**config.mk**
```make
export PLATFORM = sky130hd
export DESIGN_NAME = nes_pad_reader
export DESIGN_NICKNAME = d
export VERILOG_FILES = /design/src/rtl/pad_pkg.sv /design/src/rtl/sync_2ff.sv /design/src/rtl/nes_pad_reader.sv
export SDC_FILE = /design/constraint.sdc
export NUM_CORES = 1
export LEC_CHECK = 0
export BUFFER_PORTS_ARGS = -buffer_cell sky130_fd_sc_hd__buf_2
export CORE_MARGIN = 2
export CORE_UTILIZATION = 55
export CTS_CLUSTER_SIZE = 28
export DETAILED_ROUTE_END_ITERATION = 8
export PLACE_DENSITY = 0.75
export SLEW_MARGIN = 10
export SYNTH_ARGS = -nofsm -noshare
export SYNTH_HDL_FRONTEND = slang
export SYNTH_SLANG_ARGS = --single-unit
```
**constraint.sdc**
```tcl
create_clock -name clk -period 2.5 [get_ports clk]
set_input_delay 0.125 -clock clk [delete_from_list [all_inputs] [get_ports clk]]
set_output_delay 0.125 -clock clk [all_outputs]
set_load 0.02 [all_outputs]
```
**src/rtl/pad_pkg.sv**
```systemverilog
// Shared definitions for the NES gamepad reader: FSM state encoding,
// button bit positions within the decoded frame, and the frame width.
package pad_pkg;

    // Transfer sequencer states
    typedef enum logic [2:0] {
        IDLE,
        LATCH,
        SHIFT_LO,
        SHIFT_HI,
        DONE
    } state_t;

    // Number of serial bits in one pad frame
    localparam int PAD_BITS = 8;

    // Bit positions in the decoded, active-high button vector
    localparam int BTN_A      = 0;
    localparam int BTN_B      = 1;
    localparam int BTN_SELECT = 2;
    localparam int BTN_START  = 3;
    localparam int BTN_UP     = 4;
    localparam int BTN_DOWN   = 5;
    localparam int BTN_LEFT   = 6;
    localparam int BTN_RIGHT  = 7;

endpackage

```
**src/rtl/sync_2ff.sv**
```systemverilog
// Generic 1-bit two-flop synchronizer for asynchronous inputs.
// RESET_VAL selects the value both flops take under reset, so a
// pulled-up line reads as "released" straight out of reset.
module sync_2ff #(
    parameter logic RESET_VAL = 1'b1
) (
    input  logic clk,
    input  logic rst,
    input  logic i_d,
    output logic o_q
);

    logic r_meta;
    logic r_sync;

    // Two-stage capture of the asynchronous input
    always_ff @(posedge clk) begin
        if (rst) begin
            r_meta <= RESET_VAL;
            r_sync <= RESET_VAL;
        end else begin
            // NOTE: non-blocking so each flop takes the other's pre-edge value;
            // blocking here would collapse the chain into a single flop.
            r_meta <= i_d;
            r_sync <= r_meta;
        end
    end

    assign o_q = r_sync;

endmodule

```
**src/rtl/nes_pad_reader.sv**
```systemverilog
// NES-style serial gamepad reader. On a poll request from IDLE it drives
// the latch/clock protocol, shifts in 8 active-low button bits and presents
// them as a registered active-high vector with a one-cycle valid strobe.
// Optional build macro: NES_PAD_DEBOUNCE_EN -- buttons update only when two
// consecutive frames agree.
module nes_pad_reader
    import pad_pkg::*;
#(
    parameter int HALF = 150
) (
    input  logic                clk,
    input  logic                rst,
    input  logic                poll,
    input  logic                pad_data,
    output logic                pad_latch,
    output logic                pad_clk,
    output logic [PAD_BITS-1:0] buttons,
    output logic                valid,
    output logic                busy
);

    // The latch phase lasts two half periods; the 10-bit counter covers one
    // half period and the bit index tracks which half of LATCH is running.
    localparam logic [9:0] CNT_RELOAD = 10'(HALF - 1);
    localparam logic [2:0] LAST_IDX   = 3'(PAD_BITS - 1);

    state_t              r_state;
    state_t              w_next_state;
    logic [9:0]          r_cnt;
    logic [2:0]          r_idx;
    logic [PAD_BITS-1:0] r_shift;
    logic [PAD_BITS-1:0] r_buttons;
    logic                r_pad_latch;
    logic                r_pad_clk;
    logic                r_valid;
    logic                r_busy;
    logic                w_pad_sync;
    logic                w_d_s;
    logic                w_phase_end;
    logic                w_sample;
    logic                w_frame_done;
`ifdef NES_PAD_DEBOUNCE_EN
    logic [PAD_BITS-1:0] r_raw;
`endif

    sync_2ff #(
        .RESET_VAL (1'b1)
    ) u_pad_sync (
        .clk (clk),
        .rst (rst),
        .i_d (pad_data),
        .o_q (w_pad_sync)
    );

    // Pad line is active-low; d_s is 1 when the current button is pressed
    assign w_d_s       = ~w_pad_sync;
    assign w_phase_end = (r_cnt == 10'd0);

    // State register
    always_ff @(posedge clk) begin
        if (rst) begin
            r_state <= IDLE;
        end else begin
            r_state <= w_next_state;
        end
    end

    // Next-state decode plus the sample / frame-complete strobes
    always_comb begin
        // NOTE: every output gets a default first so no path leaves it
        // unassigned, which would otherwise infer a latch.
        w_next_state = r_state;
        w_sample     = 1'b0;
        w_frame_done = 1'b0;
        case (r_state)
            IDLE: begin
                if (poll) w_next_state = LATCH;
            end
            LATCH: begin
                if (w_phase_end && r_idx[0]) w_next_state = SHIFT_LO;
            end
            SHIFT_LO: begin
                if (w_phase_end) begin
                    w_sample     = 1'b1;
                    w_next_state = SHIFT_HI;
                end
            end
            SHIFT_HI: begin
                if (w_phase_end) begin
                    if (r_idx == LAST_IDX) begin
                        w_frame_done = 1'b1;
                        w_next_state = DONE;
                    end else begin
                        w_next_state = SHIFT_LO;
                    end
                end
            end
            DONE:    w_next_state = IDLE;
            default: w_next_state = IDLE;
        endcase
    end

    // Phase counter and bit index; the counter reloads at every phase boundary
    always_ff @(posedge clk) begin
        if (rst) begin
            r_cnt <= CNT_RELOAD;
            r_idx <= 3'd0;
        end else begin
            if (r_state == IDLE || r_state == DONE || w_phase_end) begin
                r_cnt <= CNT_RELOAD;
            end else begin
                r_cnt <= r_cnt - 10'd1;
            end

            if (r_state == IDLE) begin
                r_idx <= 3'd0;
            end else if (r_state == LATCH && w_phase_end) begin
                // First half ends -> mark second half; second half ends -> bit 0
                r_idx <= {2'b00, ~r_idx[0]};
            end else if (r_state == SHIFT_HI && w_phase_end) begin
                r_idx <= r_idx + 3'd1;
            end
        end
    end

    // Shift capture, button load and registered protocol/status outputs
    always_ff @(posedge clk) begin
        if (rst) begin
            r_shift     <= '0;
            r_buttons   <= '0;
            r_pad_latch <= 1'b0;
            r_pad_clk   <= 1'b0;
            r_valid     <= 1'b0;
            r_busy      <= 1'b0;
`ifdef NES_PAD_DEBOUNCE_EN
            r_raw       <= '0;
`endif
        end else begin
            if (w_sample) r_shift[r_idx] <= w_d_s;

            // Load on the edge entering DONE so buttons and valid appear together
            if (w_frame_done) begin
`ifdef NES_PAD_DEBOUNCE_EN
                if (r_shift == r_raw) r_buttons <= r_shift;
                r_raw <= r_shift;
`else
                r_buttons <= r_shift;
`endif
            end

            r_pad_latch <= (w_next_state == LATCH);
            r_pad_clk   <= (w_next_state == SHIFT_HI);
            r_valid     <= (w_next_state == DONE);
            r_busy      <= (w_next_state == LATCH) || (w_next_state == SHIFT_LO) ||
                           (w_next_state == SHIFT_HI);
        end
    end

    assign pad_latch = r_pad_latch;
    assign pad_clk   = r_pad_clk;
    assign buttons   = r_buttons;
    assign valid     = r_valid;
    assign busy      = r_busy;

endmodule
```
==> results.py, run 1 <==
metrics = {
    "power": {
        "worst_ir_drop_vdd_v": 0.000555,
        "pwr_density_cell_nw_per_um2": 571,
        "leakagePower_uw": 0.000645,
    },
    "floorplanning": {
        "die_w_um": 57.9,
        "rows": 19,
        "ios": 16,
        "start_util_pct": 57.9,
        "core-area_um2": 2760,
        "die_height_um": 57.9,
        "die_area_um2": 3350,
    },
    "timing": {
        "setup_viol": 0,
        "fin_skew_ns": 0.00664,
        "clock.fmax_mhz": 439,
        "max_slew_margin_pct": 55.8,
        "final.min_clock_period_ns": 2.28,
        "final.period_utilization_pct": 91.1,
        "fin_setup_tns_ns": 0,
        "fin_ws_ns": 0.222,
        "hold_viol_final": 0,
        "maxSlewViolCount": 0,
        "tightest_slew_ns": 0.657,
        "rsz0062_at_grt": "no",
    },
    "grt": {
        "grt_pass1_wl_um": 5120,
        "antenna_found_initial": 0,
        "grt.overflow.total": 0,
        "grt_pass1_vias": 1164,
        "grt_max_degree": 28,
        "grt_usage_pct": 20.8,
    },
    "clock_network": {
        "cts_buffers": 5,
        "clock_latency_ns": 0.35,
        "cts_num_sinks": 38,
        "ctsResizeCount": 0,
        "clock-root-buffer": "clkbuf_4",
        "cts_tree": "yes",
        "cts_setup_buffers": 0,
        "ctsHtreeMaxLevel": 2,
        "clockBufferDepth": 2,
        "cts_hold_buf": 1,
        "clkTransAtPathRegs_ns": 0.11,
    },
    "yosys": {
        "yosysWarningCount": 0,
        "synth_top_area_share_pct": 47.6,
        "synth_fp_nets": 171,
        "async_reset_ff_share_pct": 0,
        "synth-seq-cells": 38,
        "synth_cell_types": 39,
        "syn_area_per_cell_um2": 9.73,
        "yosysTopAreaCell": "dfxtp_1",
        "synth_area_leaders": "dfxtp_1, mux2i_1, nor2_1",
        "syn_inst": 164,
        "synth_edf_count": 0,
        "seq_area_frac_synth_pct": 47.6,
        "syn_area_um2": 1600,
        "synth_ff_type": "dfxtp_1",
    },
    "hold_path": {
        "hp-class": "primary input to flip-flop",
        "hold_start": "rst",
    },
    "finish": {
        "nNetsFinal": 187,
        "drive_gt1_share_pct": 17.1,
        "n_antenna_cell": 0,
        "layout_commonest_cell": "dfxtp_1",
        "fin_area_um2": 1750,
        "area_growth_pct": 9.80,
        "finalNonFillerCells": 212,
        "multiInputGateArea_um2": 782,
        "nFillCells": 242,
        "final_cell_mix": "dfxtp_1, nor2_1, buf_2, a31oi_1, mux2i_1",
        "regArea_um2": 761,
    },
    "placement": {
        "portBuffers": 15,
        "pre_cts_slack_ns": 0.235,
        "gp_congestion": 0.801,
        "place_inst": 203,
        "place.detailed.hpwl_um": 2150,
        "dpl_cell_area_um2": 1680,
    },
    "critical_path": {
        "required_ns": 2.75,
        "crit_type": "flip-flop to flip-flop",
        "critPathCaptureType": "flip-flop",
        "r2r_start": "r_cnt[0]",
        "critPathLaunch": "r_cnt[0]",
        "ff2ff_setup_slack_ns": 0.22,
        "crit_arrival_ns": 2.53,
        "crit_fanout": 11,
        "start_kind": "flip-flop",
    },
    "drt": {
        "wl_per_cell_um": 14.3,
        "vias_per_cell": 5.99,
        "dr.pass1.iters": 4,
        "drtIter0Drc": 59,
        "via_count": 1270,
        "ant_nets": 0,
        "drc": 0,
        "routed_wl_um": 3040,
    },
    "outcome": {
        "status": "complete, no violations",
    },
    "run": {
        "max_cap_viol_count": 0,
    },
}
==> through the flow <==
step	util, %	power, uW	hold WS, ns
finish	63.6	1000	0.193
detailed placement	61.0	682	0.312
global route	63.6	1050	0.199
floorplan	-	670	0.229
global placement	61.0	680	0.307
CTS	63.6	1010	0.180
==> Yosys cell counts, types with 2 or more instances <==
cell type / count
a21oi_1: 4
a311oi_1: 9
a31oi_1: 10
and2_1: 6
clkbuf_1: 5
dfxtp_1: 38
ha_1: 3
inv_1: 5
mux2i_1: 10
nand2_1: 4
nand2b_1: 2
nand3_1: 2
nand4_1: 2
nor2_1: 23
nor2b_1: 4
nor3_1: 5
nor4_1: 2
o31ai_1: 2
or2_2: 2
or4_1: 2
xnor2_1: 6
==> layout make-up <==
type                    count  area share, %
clock buffers               7           3.14
repair buffers             17           5.28
clock inverters             1          0.286
well taps                  31           2.21
inverters                   5           1.07
multi-input cells         113           44.6
flip-flops and latches     38           43.4
==> sequential cells by signal (all words and copies together), names as in the netlist <==
name and count:
u_pad_sync.r_meta 1, buttons 8, busy 1, r_shift 8, r_idx 3, u_pad_sync.o_q 1, r_cnt 10, valid 1
pad_clk 1, r_state 3, pad_latch 1
==> worst max-delay path, cell delays in order, from the launching register on <==
cell and delay, ns:
dfxtp_1 0.35, inv_1 0.07, ha_1 0.19, or3b_2 0.53
nor4_4 0.59, a31oi_1 0.16, a311oi_1 0.30
==> cells by family after synthesis <==
| group | after synthesis | share of synthesized area, % |
|---|---|---|
| flops | 38 | 47.6 |
| compound gates | 29 | 12.9 |
| simple gates | 65 | 23.8 |
| buf+inv | 13 | 3.76 |
| mux | 10 | 6.27 |
| xor+xnor | 6 | 3.29 |
| fa+ha+maj | 3 | 2.35 |
==> power by group <==
group | internal, uW | total, uW | switching (uW)
registers | 614 | 623 | 9.43
logic | 17.9 | 46.3 | 28.3
clock network | 136 | 332 | 196
==> layer usage <==
metal  vias up  global-route usage (%)  wire [um]
met5         -                       0          0
met2        24                    34.1       1460
li1        635                       -          -
met3         8                    6.70        130
met1       603                    24.1       1390
met4         0                    11.6         65
==> worst paths after layout <==
path	cells past startpoint	end
setup / recovery	6	r_shift[2]
hold / removal	2	r_state[1]
setup reg to reg	6	r_shift[2]
hold reg to reg	1	u_pad_sync.o_q
(Power assumes the default switching activity.)
==> run 2, diff against run 1 <==
--- a/config.mk
+++ b/config.mk
@@ -7,10 +7,10 @@
 export LEC_CHECK = 0
 export BUFFER_PORTS_ARGS = -buffer_cell sky130_fd_sc_hd__buf_2
 export CORE_MARGIN = 2
-export CORE_UTILIZATION = 55
+export CORE_UTILIZATION = 51
 export CTS_CLUSTER_SIZE = 28
 export DETAILED_ROUTE_END_ITERATION = 8
-export PLACE_DENSITY = 0.75
+export PLACE_DENSITY = 0.73
 export SLEW_MARGIN = 10
 export SYNTH_ARGS = -nofsm -noshare
 export SYNTH_HDL_FRONTEND = slang
==> constraint.sdc (replaced) <==
create_clock -name clk -period 2 [get_ports clk]
set_input_delay 0.1 -clock clk [delete_from_list [all_inputs] [get_ports clk]]
set_output_delay 0.1 -clock clk [all_outputs]
set_load 0.02 [all_outputs]
==> run 2 against run 1 <==
Effect of this change:
- sequential power grew 25%
- clock-buffer cell count fell by 2
- combinational power up 30%
- register-to-register slack worse by 0.13 ns
- critical path depth increased by 1
- power grew 19%
- largest power group unchanged
- critical path type unchanged
- sequential share of layout area shrank 1.2 points
- global-route usage shrank 1.0 points
- design area grew 3.2%
- first-iteration DRC count up 8.5%
==> results.py, run 2 (same netlist as run 1, synthesis figures left out) <==
metrics = {
    "timing": {
        "tightest_slew_ns": 0.477,
        "fin_skew_ns": 0.00785,
        "maxSlewViolCount": 0,
        "clock.fmax_mhz": 524,
        "fin_setup_tns_ns": 0,
        "rsz0062_at_grt": "no",
        "max_slew_margin_pct": 67.9,
        "hold_viol_final": 0,
        "setup_viol": 0,
        "final.min_clock_period_ns": 1.91,
        "final.period_utilization_pct": 95.3,
    },
    "power": {
        "clkPwrFrac_pct": 29.7,
        "worst_ir_drop_vdd_v": 0.000451,
        "p_comb_share_pct": 5.1,
        "pwr_density_cell_nw_per_um2": 659,
        "leakagePower_uw": 0.000685,
        "p_sw_uw": 274,
        "swShare_pct": 23.0,
        "p_int_uw": 918,
        "pwr-share-seq_pct": 65.3,
    },
    "critical_path": {
        "critPathSlowestCell": "or3b_4",
        "ff2ff_setup_slack_ns": 0.09,
        "rr_endpoint": "buttons[1]",
        "critPathCaptureType": "flip-flop",
        "required_ns": 2.21,
        "start_kind": "flip-flop",
        "crit_fanout": 10,
        "path_cells": "inv_1, ha_1, or3b_4, nor4_2, buf_4, mux2i_1, nor2_1",
        "critical_path_buf_inv_count": 2,
        "r2r_start": "r_cnt[1]",
        "max_stage_delay_ns": 0.43,
        "reg2reg_depth": 7,
        "crit_arrival_ns": 2.12,
        "critPathTopFamily": "simple AND/OR/NAND/NOR gates",
        "crit_type": "flip-flop to flip-flop",
    },
    "finish": {
        "nNetsFinal": 194,
        "fin_area_um2": 1810,
        "final_cell_mix": "dfxtp_1, nor2_1, buf_2, a31oi_1, mux2i_1",
        "nFillCells": 266,
        "largest-register": "r_cnt",
        "layout_commonest_cell": "dfxtp_1",
        "n_antenna_cell": 0,
        "largest_reg_flops": 10,
        "drive_gt1_share_pct": 22.5,
        "multiInputGateArea_um2": 790,
        "area_growth_pct": 13.3,
        "regArea_um2": 763,
    },
    "drt": {
        "via_count": 1276,
        "dr.pass1.iters": 4,
        "drtIter0Drc": 64,
        "ant_nets": 0,
        "routed_wl_um": 3060,
        "vias_per_cell": 5.80,
        "drc": 0,
        "wl_per_cell_um": 13.9,
    },
    "run": {
        "max_cap_viol_count": 0,
    },
    "clock_network": {
        "clock_latency_ns": 0.32,
        "clkTransAtPathRegs_ns": 0.10,
        "clock-root-buffer": "clkbuf_4",
        "cts_tree": "yes",
        "ctsHtreeMaxLevel": 2,
        "cts_buffers": 5,
        "cts_setup_buffers": 0,
        "clockBufferDepth": 2,
        "cts_num_sinks": 38,
    },
    "floorplanning": {
        "die_area_um2": 3590,
        "die_height_um": 60.0,
        "start_util_pct": 53.2,
        "core-area_um2": 3000,
        "die_w_um": 60.0,
        "ios": 16,
        "rows": 20,
    },
    "outcome": {
        "status": "complete, no violations",
    },
    "hold_path": {
        "hold_path_depth": 5,
        "hp-class": "primary input to flip-flop",
        "hold_start": "poll",
        "holdPathEnd": "pad_latch",
    },
    "grt": {
        "grt.overflow.total": 0,
        "grt_pass1_wl_um": 5240,
        "grt_max_degree": 28,
        "grt_pass1_vias": 1162,
        "grt_usage_pct": 19.8,
        "antenna_found_initial": 0,
    },
    "placement": {
        "gp_congestion": 0.790,
        "portBuffers": 15,
        "dpl_cell_area_um2": 1730,
        "place.detailed.hpwl_um": 2190,
    },
}
[run 2: changes by cell type in the layout (fill, tap and decap cells not counted), sizes merged]
cell,before,now
buf,16,23
clkbuf,7,5
clkinv,1,2
[run 2: worst reg2reg max path, stage by stage, from the launching register on]
cell	delay, ns
dfxtp_1	0.34
inv_1	0.06
ha_1	0.18
or3b_4	0.43
nor4_2	0.27
buf_4	0.24
mux2i_1	0.22
nor2_1	0.05
[run 2: cell type report]
class	instances	area share, %
Clock buffer	5	2.07
Clock inverter	2	0.553
Sequential cell	38	42.2
Inverter	5	1.04
Timing Repair Buffer	24	8.23
Multi-Input combinational cell	113	43.6
Tap cell	33	2.28
[run 2: power by group through the flow]
stage	Clock [uW]	Sequential (uW)	Combinational [uW]
global placement	0	795	56.8
finish	354	778	60.2
CTS	373	778	60.9
global route	398	780	66.1
floorplan	0	795	42.8
detailed placement	0	795	59.2
[run 2: worst max path at each step]
stage | start | end | cells after the start
6_report | r_cnt[1] | buttons[1] | 7
5_1_grt | r_idx[0] | buttons[6] | 7
4_1_cts | r_cnt[1] | r_shift[2] | 7
3_5_place_dp | r_cnt[1] | r_shift[0] | 7
3_3_place_gp | r_cnt[1] | r_shift[1] | 7
2_1_floorplan | r_cnt[0] | buttons[0] | 7
[run 2: stage by stage]
step                hold slack [ns]  setup slack (ns)  instances  utilization, %  power [uW]
finish                        0.178            0.0931        220            60.3        1190
CTS                           0.168            0.0648        219            59.8        1210
global placement              0.285            0.0533        211            57.6         852
floorplan                     0.204             0.119        164               -         838
detailed placement            0.288           -0.0262        211            57.6         854
global route                  0.175           0.00253        220            60.3        1240
[run 2: what timing repair did]
action,4_1_cts,5_1_grt
pin swaps,0,3
hold endpoints to repair,1,0
resized for setup,2,5
endpoints found under the setup margin,16,8
hold buffers,1,0
cloned,0,1
[run 2: routing by layer]
metal / up-vias / GRT usage (%) / share of wire, %
met2: 41 / 30.9 / 49
met5: - / 0 / 0
met3: 2 / 7.36 / 5.4
met1: 587 / 24.9 / 45
li1: 646 / - / -
met4: 0 / 7.30 / 0.52
